--- src/rtl/sdm_div_pkg.sv ---
// Shared constants for the fractional-N divider loop.
//   ORDER_MAX     number of MASH accumulator stages
//   Y_W           nominal width of the signed modulator output
//   LFSR_*        dither generator shape (x^15 + x^14 + 1)
//   order_e       encoding of the 'order' control input
package sdm_div_pkg;

  localparam int ORDER_MAX = 3;
  localparam int Y_W       = 3;

  localparam int                LFSR_W    = 15;
  localparam logic [LFSR_W-1:0] LFSR_SEED = 15'h0001;
  localparam logic [LFSR_W-1:0] LFSR_TAPS = 15'h6000;

  typedef enum logic [1:0] {
    ORD_INT  = 2'd0,
    ORD_M1   = 2'd1,
    ORD_M11  = 2'd2,
    ORD_M111 = 2'd3
  } order_e;

endpackage

--- src/rtl/sdm_mash_stage.sv ---
// One MASH accumulator stage: FRAC_W-bit wrapping accumulator.
//   clk, rst  clock / synchronous active-high reset
//   en        advance the accumulator (once per output period)
//   clr       stage disabled: outputs forced to zero, accumulator cleared on en
//   addend    value added this update (frac or previous stage's new value)
//   cin       carry-in LSB (dither bit on stage 1)
//   acc_nxt   accumulator value after this update (feeds the next stage)
//   cout      carry out of this update
module sdm_mash_stage #(
  parameter int FRAC_W = 10
) (
  input  logic              clk,
  input  logic              rst,
  input  logic              en,
  input  logic              clr,
  input  logic [FRAC_W-1:0] addend,
  input  logic              cin,
  output logic [FRAC_W-1:0] acc_nxt,
  output logic              cout
);

  logic [FRAC_W-1:0] acc;
  logic [FRAC_W:0]   sum;

  always_comb begin
    sum = {1'b0, acc} + {1'b0, addend} + {{FRAC_W{1'b0}}, cin};
  end

  assign acc_nxt = clr ? '0   : sum[FRAC_W-1:0];
  assign cout    = clr ? 1'b0 : sum[FRAC_W];

  always_ff @(posedge clk) begin
    if (rst) begin
      acc <= '0;
    end else if (en) begin
      acc <= acc_nxt;
    end
  end

endmodule

--- src/rtl/sdm_div_loop_p.sv ---
// Fractional-N divider loop: a MASH-1/1-1/1-1-1 modulator dithers a
// multi-modulus counter so the average ratio is N + frac/2^FRAC_W.
//   clk, rst   clock / synchronous active-high reset
//   N, frac    integer ratio and fractional word (sampled at period start)
//   order      0 integer, 1..3 MASH order (sampled at period start)
//   sdm_mpr_o  modulus of the current output period
//   clko/clkob divided clock pair, high for ceil(M/2) clks
//   sdm_qn     stage-1 carry of the last modulator update
//   div_tick   pulse on the last clk of each output period
// Optional: define SDM_DITHER_EN to add an LFSR bit as carry-in to stage 1.
module sdm_div_loop_p
  import sdm_div_pkg::*;
#(
  parameter int N_W     = 6,
  parameter int FRAC_W  = 10,
  parameter int MIN_MOD = 4
) (
  input  logic              clk,
  input  logic              rst,
  input  logic [N_W-1:0]    N,
  input  logic [FRAC_W-1:0] frac,
  input  logic [1:0]        order,
  output logic [N_W-1:0]    sdm_mpr_o,
  output logic              clko,
  output logic              clkob,
  output logic              sdm_qn,
  output logic              div_tick
);

  localparam int SW = N_W + 3;
  localparam logic signed [SW-1:0] MIN_S = SW'(MIN_MOD);
  localparam logic signed [SW-1:0] MAX_S = SW'((1 << N_W) - 1);

  // y spans -3..+4, so one bit beyond Y_W keeps +4 representable
  function automatic logic signed [Y_W:0] bit2s(input logic b);
    return $signed({{Y_W{1'b0}}, b});
  endfunction

  function automatic logic [N_W-1:0] sat_mod(input logic [N_W-1:0] n,
                                             input logic signed [Y_W:0] y);
    logic signed [SW-1:0] s;
    s = $signed({3'b000, n}) + $signed({{(SW-Y_W-1){y[Y_W]}}, y});
    if (s < MIN_S)      return N_W'(MIN_MOD);
    else if (s > MAX_S) return '1;
    else                return s[N_W-1:0];
  endfunction

  logic [N_W-1:0]        counter;
  logic                  run;
  logic                  bnd;
  logic signed [Y_W:0]   y_reg;
  logic signed [Y_W:0]   y_nxt;
  logic [N_W-1:0]        m_now;
  logic                  c1, c2, c3;
  logic                  c2_d, c3_d, c3_dd;
  logic [FRAC_W-1:0]     s1, s2, unused_s3;
  logic                  dith;

  // Inputs are only consumed on the boundary edge, so mid-period changes
  // are invisible until the next period starts.
  assign bnd   = (counter == '0);
  assign m_now = sat_mod(N, y_reg);

`ifdef SDM_DITHER_EN
  logic [LFSR_W-1:0] lfsr;

  always_ff @(posedge clk) begin
    if (rst) begin
      lfsr <= LFSR_SEED;
    end else if (bnd) begin
      lfsr <= {lfsr[LFSR_W-2:0], ^(lfsr & LFSR_TAPS)};
    end
  end

  assign dith = lfsr[0];
`else
  assign dith = 1'b0;
`endif

  sdm_mash_stage #(.FRAC_W(FRAC_W)) u_stage1 (
    .clk(clk), .rst(rst), .en(bnd), .clr(order == ORD_INT),
    .addend(frac), .cin(dith), .acc_nxt(s1), .cout(c1)
  );

  sdm_mash_stage #(.FRAC_W(FRAC_W)) u_stage2 (
    .clk(clk), .rst(rst), .en(bnd), .clr(order < ORD_M11),
    .addend(s1), .cin(1'b0), .acc_nxt(s2), .cout(c2)
  );

  sdm_mash_stage #(.FRAC_W(FRAC_W)) u_stage3 (
    .clk(clk), .rst(rst), .en(bnd), .clr(order != ORD_M111),
    .addend(s2), .cin(1'b0), .acc_nxt(unused_s3), .cout(c3)
  );

  // Noise-shaping combiner; disabled stages already present zero carries.
  always_comb begin
    y_nxt = '0;
    case (order)
      ORD_M1:   y_nxt = bit2s(c1);
      ORD_M11:  y_nxt = bit2s(c1) + bit2s(c2) - bit2s(c2_d);
      ORD_M111: y_nxt = bit2s(c1) + bit2s(c2) - bit2s(c2_d)
                      + bit2s(c3) - bit2s(c3_d) - bit2s(c3_d) + bit2s(c3_dd);
      default:  y_nxt = '0;
    endcase
  end

  // Period boundary: load new modulus, advance modulator; otherwise count down.
  always_ff @(posedge clk) begin
    if (rst) begin
      counter   <= '0;
      run       <= 1'b0;
      sdm_mpr_o <= '0;
      clko      <= 1'b0;
      sdm_qn    <= 1'b0;
      y_reg     <= '0;
      c2_d      <= 1'b0;
      c3_d      <= 1'b0;
      c3_dd     <= 1'b0;
    end else if (bnd) begin
      counter   <= m_now - 1'b1;
      run       <= 1'b1;
      sdm_mpr_o <= m_now;
      clko      <= (m_now - 1'b1) >= (m_now >> 1);
      sdm_qn    <= c1;
      y_reg     <= y_nxt;
      c2_d      <= c2;
      c3_d      <= c3;
      c3_dd     <= (order == ORD_M111) ? c3_d : 1'b0;
    end else begin
      counter   <= counter - 1'b1;
      clko      <= (counter - 1'b1) >= (sdm_mpr_o >> 1);
    end
  end

  assign clkob    = ~clko;
  assign div_tick = run & bnd & ~rst;

endmodule

--- config.mk ---
export PLATFORM = sky130hd
export DESIGN_NAME = sdm_div_loop_p
export DESIGN_NICKNAME = d
export VERILOG_FILES = /design/src/rtl/sdm_div_pkg.sv /design/src/rtl/sdm_mash_stage.sv /design/src/rtl/sdm_div_loop_p.sv
export SDC_FILE = /design/constraint.sdc
export NUM_CORES = 1
export LEC_CHECK = 0
export CORE_MARGIN = 2
export CORE_UTILIZATION = 49
export DETAILED_ROUTE_END_ITERATION = 12
export GPL_ROUTABILITY_DRIVEN = 0
export PLACE_DENSITY = 0.68
export RECOVER_POWER = 50
export SLEW_MARGIN = 40
export SYNTH_ARGS = -nofsm -noshare
export SYNTH_HDL_FRONTEND = slang
export SYNTH_SLANG_ARGS = --single-unit
--- constraint.sdc ---
create_clock -name clk -period 11.7 [get_ports clk]
set_clock_uncertainty 0.15 [all_clocks]
set_input_delay 1.17 -clock clk [delete_from_list [all_inputs] [get_ports clk]]
set_output_delay 1.17 -clock clk [all_outputs]
set_load 0.01 [all_outputs]
Word-level counts from Yosys, hierarchy flattened
Cells that the tools add are included.
{"block": "op_classes", "add_sub_neg": 12, "magnitude_cmp": 5, "muxes": 12, "eq_ne": 4, "reduce_logical": 2, "n_bitwise": 4}
{"op": "$add A10 B10 Y11", "count": 3}
{"op": "$mux W10", "count": 3}
{"op": "$mux W6", "count": 3}
{"op": "$ge A6 B5 Y1", "count": 2}
{"op": "$pmux W4 S3", "count": 1}
{"op": "$sub A6 B1 Y6 const B", "count": 2}
{"op": "$add A7 B4 Y8", "count": 1}
{"op": "$gt A8 B7 Y1 const B", "count": 1}
{"op": "$lt A8 B4 Y1 const B", "count": 1}
{"op": "$sub A4 B2 Y4", "count": 2}
{"op": "$logic_not A6 Y1", "count": 1}
{"op": "$mux W1", "count": 5}
{"op": "$add A3 B2 Y4", "count": 1}
{"op": "$add A4 B2 Y4", "count": 1}
{"op": "$eq A2 B2 Y1 const B", "count": 2}
{"op": "$sub A2 B1 Y3", "count": 1}
{"op": "$add A1 B1 Y2", "count": 1}
{"op": "$and A1 B1 Y1", "count": 2}
{"op": "$eq A2 B1 Y1 const B", "count": 1}
{"op": "$logic_not A2 Y1", "count": 1}
{"op": "$lt A2 B2 Y1 const B", "count": 1}
{"op": "$ne A2 B2 Y1 const B", "count": 1}
{"op": "$not A1 Y1", "count": 2}
{"block": "totals", "in_bits": 20, "regBits": 52, "output_inout_bits": 10, "wordCells": 51}

Longest topological paths before layout
Gate-level depths: netlist (run 1).
{"block": "depth", "word_depth": 11, "mapped_depth": 30}

By module
A second synthesis (run 1) with hierarchy kept.
{"block": "hier_totals", "cells_unflattened": 539, "area_unflattened_um2": 4533.1}
{"module": "sdm_mash_stage", "cells_per_inst": 102, "area_each_um2": 880.8, "instances": 3}
{"module": "sdm_div_loop_p", "cells_per_inst": 233, "area_each_um2": 1890.6, "instances": 1}

Worst setup path before layout (run 1)
No wires, ideal clock.
{"block": "synth_path", "path_kind": "in2reg", "from": "input frac[0]", "to": "register y_reg[2]", "setup_time_ps": 86, "n_path_buf": 0, "path_stages": 28, "setup_slack_ps": 5678, "arrival_time_ps": 5787, "t_required_ps": 11464, "cell_sequence": "ha_1 -> inv_1 -> fa_1 -> nor2_1 -> ha_1 -> a21o_1 -> a21oi_1 -> nor2b_1 -> o21ai_0 -> nor2b_1 -> xor2_1 -> nor2b_1 -> ha_1 -> o21a_1 -> nor2_1 -> nor2b_1 -> a21oi_1 -> o21bai_1 -> a21oi_1 -> nand2b_1 -> fa_1 -> inv_1 -> ha_1 -> inv_1 -> fa_1 -> nor2_1 -> a21oi_1 -> a211oi_1"}
{"block": "synth_via", "elab_chain_cells": 11, "elab_cells_between_ends": 15}
{"element": "start: declaration", "line": "sdm_div_loop_p.sv:21", "source": "input logic [FRAC_W-1:0] frac,"}
{"element": "$add A10 B10 Y11", "line": "sdm_mash_stage.sv:26", "source": "sum = {1'b0, acc} + {1'b0, addend} + {{FRAC_W{1'b0}}, cin};"}
{"element": "$mux W10", "line": "sdm_mash_stage.sv:29", "source": "assign acc_nxt = clr ? '0 : sum[FRAC_W-1:0];"}
{"element": "net s1[1]", "line": "sdm_div_loop_p.sv:56", "source": "logic [FRAC_W-1:0] s1, s2, unused_s3;"}
{"element": "$add A10 B10 Y11", "line": "sdm_mash_stage.sv:26"}
{"element": "$mux W10", "line": "sdm_mash_stage.sv:29"}
{"element": "net s2[5]", "line": "sdm_div_loop_p.sv:56"}
{"element": "$add A10 B10 Y11", "line": "sdm_mash_stage.sv:26"}
{"element": "$mux W1", "line": "sdm_mash_stage.sv:30", "source": "assign cout = clr ? 1'b0 : sum[FRAC_W];"}
{"element": "$add A3 B2 Y4", "line": "sdm_div_loop_p.sv:102", "source": "+ bit2s(c3) - bit2s(c3_d) - bit2s(c3_d) + bit2s(c3_dd);"}
{"element": "$sub A4 B2 Y4 (2 in series)", "line": "sdm_div_loop_p.sv:102"}
{"element": "$add A4 B2 Y4", "line": "sdm_div_loop_p.sv:102"}
{"element": "$pmux W4 S3", "line": "sdm_div_loop_p.sv:98", "source": "case (order)"}
{"element": "end signal: assignment", "line": "sdm_div_loop_p.sv:125", "source": "y_reg <= y_nxt;"}
{"element": "end: declaration", "line": "sdm_div_loop_p.sv:51", "source": "logic signed [Y_W:0] y_reg;"}
The timed path passes the listed nets, and every way through them passes these cells.
A chain may end at the register's enable or synchronous reset.

Worst setup path in the final report (run 1)
{"block": "layout_path", "from": "input frac[0]", "to": "register y_reg[3]"}
Same word-level chain as after synthesis.

==> results of run 1 <==
cell usage after synthesis (3+ instances only):
library cell,n
nand3b_1,3
xor2_1,10
nand2_1,57
a211o_1,3
or2_2,4
o22ai_1,5
ha_1,54
nand3_1,19
or3_1,4
inv_1,33
a32o_1,4
o21bai_1,6
o21a_1,4
nand2b_1,6
nor2_1,39
a21oi_1,53
o221ai_1,3
xnor2_1,18
a31oi_1,4
a21o_1,8
clkbuf_1,22
dfxtp_1,52
a211oi_1,7
nand4_1,3
o211a_1,3
nor3_1,15
o211ai_1,3
and2_1,13
nor2b_1,11
o21ai_0,24
fa_1,7
buf_2,3
critical path: cells and delay by family:
family / cells / cell delay, ns
simple gates: 7 / 0.99
xor+xnor: 1 / 0.22
compound gates: 9 / 1.54
buf+inv: 4 / 0.72
fa+ha+maj: 7 / 2.18
power breakdown:
group / switching, mW / internal [mW] / leakage (nW) / total [mW]
Combinational: 0.419 / 0.303 / 1.49 / 0.722
Clock: 0.0637 / 0.0648 / 0.0558 / 0.128
Sequential: 0.0347 / 0.223 / 0.424 / 0.258
routing by layer:
layer | track usage (%) | up-vias | part of all wire, %
met5 | 0 | - | 0
met4 | 5.77 | 0 | 1.4
met3 | 2.93 | 10 | 2.4
met2 | 36.8 | 57 | 49
met1 | 27.3 | 1730 | 47
li1 | - | 1946 | -
kinds of logic after synthesis:
| group | after synthesis |
|---|---|
| adders and majority gates | 61 |
| buffers and inverters | 62 |
| xor gates and xnor gates | 29 |
| DFF | 52 |
| muxes | 2 |
| and+or+nand+nor | 187 |
| AOI/OAI and AO/OA | 149 |
final timing paths:
path	from	endpoint	slack, ns	cells after the start
hold reg to reg	sdm_qn$_SDFFE_PP0P_	sdm_qn$_SDFFE_PP0P_	0.31	2
setup reg to reg	u_stage1.acc[0]$_SDFFE_PP0P_	y_reg[3]$_SDFFE_PP0P_	5.92	27
setup / recovery	frac[0]	y_reg[3]$_SDFFE_PP0P_	4.83	28
hold / removal	sdm_qn$_SDFFE_PP0P_	sdm_qn$_SDFFE_PP0P_	0.31	2
area by class of cell:
type                    instances  area, µm²  area share (%)
flip-flops and latches         52       1040            22.1
multi-input cells             428       3010            63.7
repair buffers                 32        304            6.44
inverters                      33        124            2.62
well taps                     108        135            2.86
clock inverters                 2       38.8           0.822
clock buffers                   6       72.6            1.54
metrics by stage:
stage / hold slack [ns] / power (mW)
after floorplan: 0.282 / 0.822
after global placement: 0.292 / 0.972
after detailed placement: 0.299 / 0.995
after CTS: 0.313 / 1.13
after global routing: 0.331 / 1.23
final: 0.309 / 1.11
==> metrics, run 1 <==
chip height 97.8 µm; Leakage Power slightly below 2 nW; largest registers u_stage1.acc: 10 flops, u_stage2.acc: 10 flops, u_stage3.acc: 10 flops; syn_nets between 600 and 700; IO Pins 30; Synth area leader dfxtp_1; VDD IR max about 0.00015 V; Worst path slowest cell dlygate4sd3_1; Hold Violations, Final 0; Die Wd around 100 µm; antenna violations before repair 0; fraction of synthesized area in multiplexers 0.464%; peak fanout along the critical path 3; critical path required time between 10 and 15 ns; cts hold-fix bufs 0; Post-Synth Adder-Cell Area a little under a fifth; Placement Setup Slack around 4.3 ns; largest net degree at the start of global routing 55; area share of the leading cell type in the synthesized netlist 24.2%; fin crit period just under 7 ns; vias in the first global route roughly 3800; syn avg cell area a little under 8 µm²; CP max stage delay 0.54 ns; final worst-path cycle share 58.7%; Clock Latency Late Sink roughly 0.31 ns; post-CTS setup buffer count 0; synthesized instance count 542; Post-DRT Antenna Nets 0; Yosys reg bits between 50 and 60; 1st-iter DRT viols approximately 130; Max Buffers Root-to-Sink 2; Post-synth EDFFs 0; Max-Cap Viols 1; commonest non-fill, non-tap cells in the layout nand2_1 (57), ha_1 (54), a21oi_1 (53); TritonCTS Buffers 5; Remaining Overflow, GRT 0; Post-CTS Resized 0; vias per cell around 5.7; CP Launch Type primary input; DRC Markers 0; cell area after layout approximately 4700 µm²; First-pass DRT Iterations 4; Filler cells 849; Tot GR Track Use 21.0%; setup_tns 0 ns; Clock H-tree levels 2; Util after Layout a little over half; Worst Setup Slack, final around 4.8 ns; Layout area overhead 9.52%; Post-Synth Simple-Gate Area a little over a fifth; Port Buffers 29; dpl cell area approximately 4600 µm²; outcome finished with violations; clk slew on worst S/H paths ~0.1 ns; unrepaired setup endpoints after global routing false; worst-margin pin slew a little over 2 ns; CP Class primary input to flip-flop; Slew headroom -37.9%; Pwr Density ~230 nW/µm²; Clock Tree Root clkbuf_8; core area 8640 µm²; CP Capture Type flip-flop; CTS tree done; Vias 3743; Initial Utilization between 40% and 50%; sequential share of the synthesized area around a quarter; HPWL after DPL ~6900 µm; failing checks max-capacitance violations, max-slew violations; Yosys warnings 0; min-delay worst type flip-flop to flip-flop; fin nets 633; xor/xnor share of the synthesized area under 10%; share of post-route cells with drive strength above 1 4.34%; area fraction in compound gates after synthesis a little under a quarter; final setup vio count 0; unique cell type count in the Yosys netlist 65; commonest non-fill, non-tap cell in the layout nand2_1; ys flop type dfxtp_1; top post-synthesis cells by area dfxtp_1 (24%), ha_1 (16%), a21oi_1 (6.2%); FFs w/ async S/R, synth 0%; # placed instances 653; FP Rows 34; n_diodes 0; largest family of logic cells by synthesized area compound AO/OA/AOI/OAI gates; WL/cell 14.5 µm; fmax 146 MHz; Slew Viols, Final 45; Detailed Route WL around 9600 µm; synthesized cell area approximately 4300 µm²; Arr. time, crit path 6.82 ns; CTS sink cnt 52; Die ar. 9560 µm²; first-pass GRT wire length between 15000 and 20000 µm; Finished Layout Cells ~660
No activity file was read; power rests on OpenSTA's default activity.
==> inputs of run 2 (changes only) <==
--- a/config.mk
+++ b/config.mk
@@ -9,7 +9,7 @@
 export CORE_UTILIZATION = 49
 export DETAILED_ROUTE_END_ITERATION = 12
 export GPL_ROUTABILITY_DRIVEN = 0
-export PLACE_DENSITY = 0.68
+export PLACE_DENSITY = 0.71
 export RECOVER_POWER = 50
 export SLEW_MARGIN = 40
 export SYNTH_ARGS = -nofsm -noshare
==> constraint.sdc (replaced) <==
create_clock -name clk -period 6.08 [get_ports clk]
set_clock_uncertainty 0.15 [all_clocks]
set_input_delay 0.608 -clock clk [delete_from_list [all_inputs] [get_ports clk]]
set_output_delay 0.608 -clock clk [all_outputs]
set_load 0.01 [all_outputs]
==> run 2 against run 1 <==
  * The flow now finishes without violations
  * Flip-flop and latch count did not move
  * Global-route usage fell by 1.3 points
  * Design area rose by 2.1%
  * Clock power rose by 66%
  * Core utilization rose by 1.2 points
  * Register-to-register slack got worse by 5.1 ns
  * Routed wire length fell by 2.2%
  * Critical path depth did not move
  * Non-clock buffer count rose by 11
  * Final cell count rose by 1.7%
==> metrics, run 2 (synthesis gave the netlist of run 1 again) <==
Die ar. 9560 µm² (unchanged); Hold Violations, Final 0 (unchanged); CP Class primary input to flip-flop; IO Pins 30 (unchanged); Detailed Route WL 9350 µm (-2.2%); CTS tree done; Pwr Density 436 nW/µm² (+86%); cts hold-fix bufs 0 (unchanged); Port Buffers 29 (unchanged); HPWL after DPL 6710 µm (-3.1%); Critical Path Most Common Cell ha_1; Leakage Power 2.02 nW (+2.7%); Slew Viols, Final 0 (-100%); peak fanout along the critical path 3 (unchanged); crit path buf inv count 4 (unchanged); Worst path top cell family by delay adder cells; outcome finished, final reports clean; Placement Setup Slack -0.0699 ns (-4.35 ns); Tot GR Track Use 19.8% (-1.3 points); FP Rows 34 (unchanged); CTS sink cnt 52 (unchanged); final setup vio count 0 (unchanged); Max-Cap Viols 0 (-1); cells on worst reg2reg path 27 (unchanged); 1st-iter DRT viols 224 (+79%); unrepaired setup endpoints after global routing false; core area 8640 µm² (unchanged); TritonCTS Buffers 5 (unchanged); overall power 2.10 mW (+90%); Max Buffers Root-to-Sink 2 (unchanged); vias in the first global route 3684 (-3.1%); CP Capture Type flip-flop; met3 WL post-DR 252 µm (+11%); vias per cell 5.65 (-0.27%); Met1 Wirelength 4400 µm (-1.8%); CP max stage delay 0.46 ns (-0.08 ns); commonest non-fill, non-tap cell in the layout nand2_1; min-delay src sdm_qn$_SDFFE_PP0P_; min-delay worst type flip-flop to flip-flop; CP Launch Type primary input; WHS Endpoint sdm_qn$_SDFFE_PP0P_; largest registers u_stage1.acc: 10 flops, u_stage2.acc: 10 flops, u_stage3.acc: 10 flops; Arr. time, crit path 5.73 ns (-1.09 ns); Clock Tree Root clkbuf_8; worst-margin pin slew 0.721 ns (-1.35 ns); met2 WL post-DR 4590 µm (-2.7%); fmax 175 MHz; Vias 3795 (+1.4%); first-pass GRT wire length 16100 µm (-6.2%); First-pass DRT Iterations 4 (unchanged); WL/cell 13.9 µm (-3.8%); Initial Utilization 49.9% (unchanged); VDD IR max 0.000274 V (+77%); share of post-route cells with drive strength above 1 7.62% (+3.3 points); chip height 97.8 µm (unchanged); final worst-path cycle share between 90% and 100%; R2R Setup Slk 0.78 ns (-5.14 ns); commonest non-fill, non-tap cells in the layout nand2_1 (57), ha_1 (54), dfxtp_1 (52); Layout area overhead 11.8%; Slew headroom 51.9% (+90 points); fin crit period 5.71 ns; worst r2r dst y_reg[3]$_SDFFE_PP0P_; antenna violations before repair 0 (unchanged); worst r2r src u_stage1.acc[0]$_SDFFE_PP0P_; Post-DRT Antenna Nets 0 (unchanged); Remaining Overflow, GRT 0 (unchanged); Hold Path Stages 2 (unchanged); clk slew on worst S/H paths 0.10 ns (about the same); DRC Markers 0 (unchanged); Clock H-tree levels 2 (unchanged); Die Wd 97.8 µm (unchanged); critical path required time 6.10 ns (-5.55 ns); n_diodes 0 (unchanged); fin nets 644 (+1.7%); largest net degree at the start of global routing 55 (unchanged); Worst path slowest cell clkdlybuf4s50_1; Clock Latency Late Sink 0.31 ns (about the same); Worst Setup Slack, final 0.369 ns (-4.46 ns); highest metal used met4
[run 2: routing by layer]
layer	GRT usage [%]	vias to the layer above
li1	-	1967
met2	35.1	51
met3	2.86	7
met4	5.34	0
met5	0	-
met1	25.1	1770
[run 2: layout make-up]
cell class	count	area (µm²)
fillers	816	3810
repair buffers	43	395
inverters	33	124
well taps	108	135
flip-flops and latches	52	1040
clock inverters	2	13.8
clock buffers	6	82.6
multi-input cells	428	3030
[run 2: power breakdown]
group | switching, mW | leakage (nW) | internal, mW
sequential | 0.0652 | 0.424 | 0.429
combinational | 0.801 | 1.55 | 0.594
clock | 0.120 | 0.0516 | 0.0934
total | 0.986 | 2.02 | 1.12
[run 2: how the worst max path moves through the flow]
stage,start,end,slack [ns],cells after the start
5_1_grt,frac[0],y_reg[2]$_SDFFE_PP0P_,0.008,29
3_5_place_dp,frac[0],y_reg[2]$_SDFFE_PP0P_,-0.07,28
2_1_floorplan,frac[0],y_reg[2]$_SDFFE_PP0P_,0.62,28
3_3_place_gp,frac[0],y_reg[2]$_SDFFE_PP0P_,0.02,29
4_1_cts,frac[0],y_reg[2]$_SDFFE_PP0P_,0.26,28
6_report,frac[0],y_reg[3]$_SDFFE_PP0P_,0.37,28
[run 2: worst min-delay path, stage by stage, from the launching register on]
cell	delay (ns)
dfxtp_1	0.32
nand2_1	0.05
a21oi_1	0.05
[run 2: through the flow]
step | util (%) | cells | hold WS, ns | setup TNS (ns) | instance area [µm²]
floorplan | - | 542 | 0.282 | 0 | 4310
global placement | 54.7 | 664 | 0.290 | 0 | 4720
detailed placement | 54.7 | 664 | 0.298 | -0.127 | 4720
CTS | 55.8 | 672 | 0.311 | 0 | 4820
global route | 55.8 | 672 | 0.335 | 0 | 4820
finish | 55.8 | 672 | 0.307 | 0 | 4820
[run 2: repair_timing]
| action | 4_1_cts | 5_1_grt |
|---|---|---|
| gates resized for setup | 0 | 10 |
| setup endpoints to repair | 0 | 2 |
| buffers inserted | 0 | 0 |
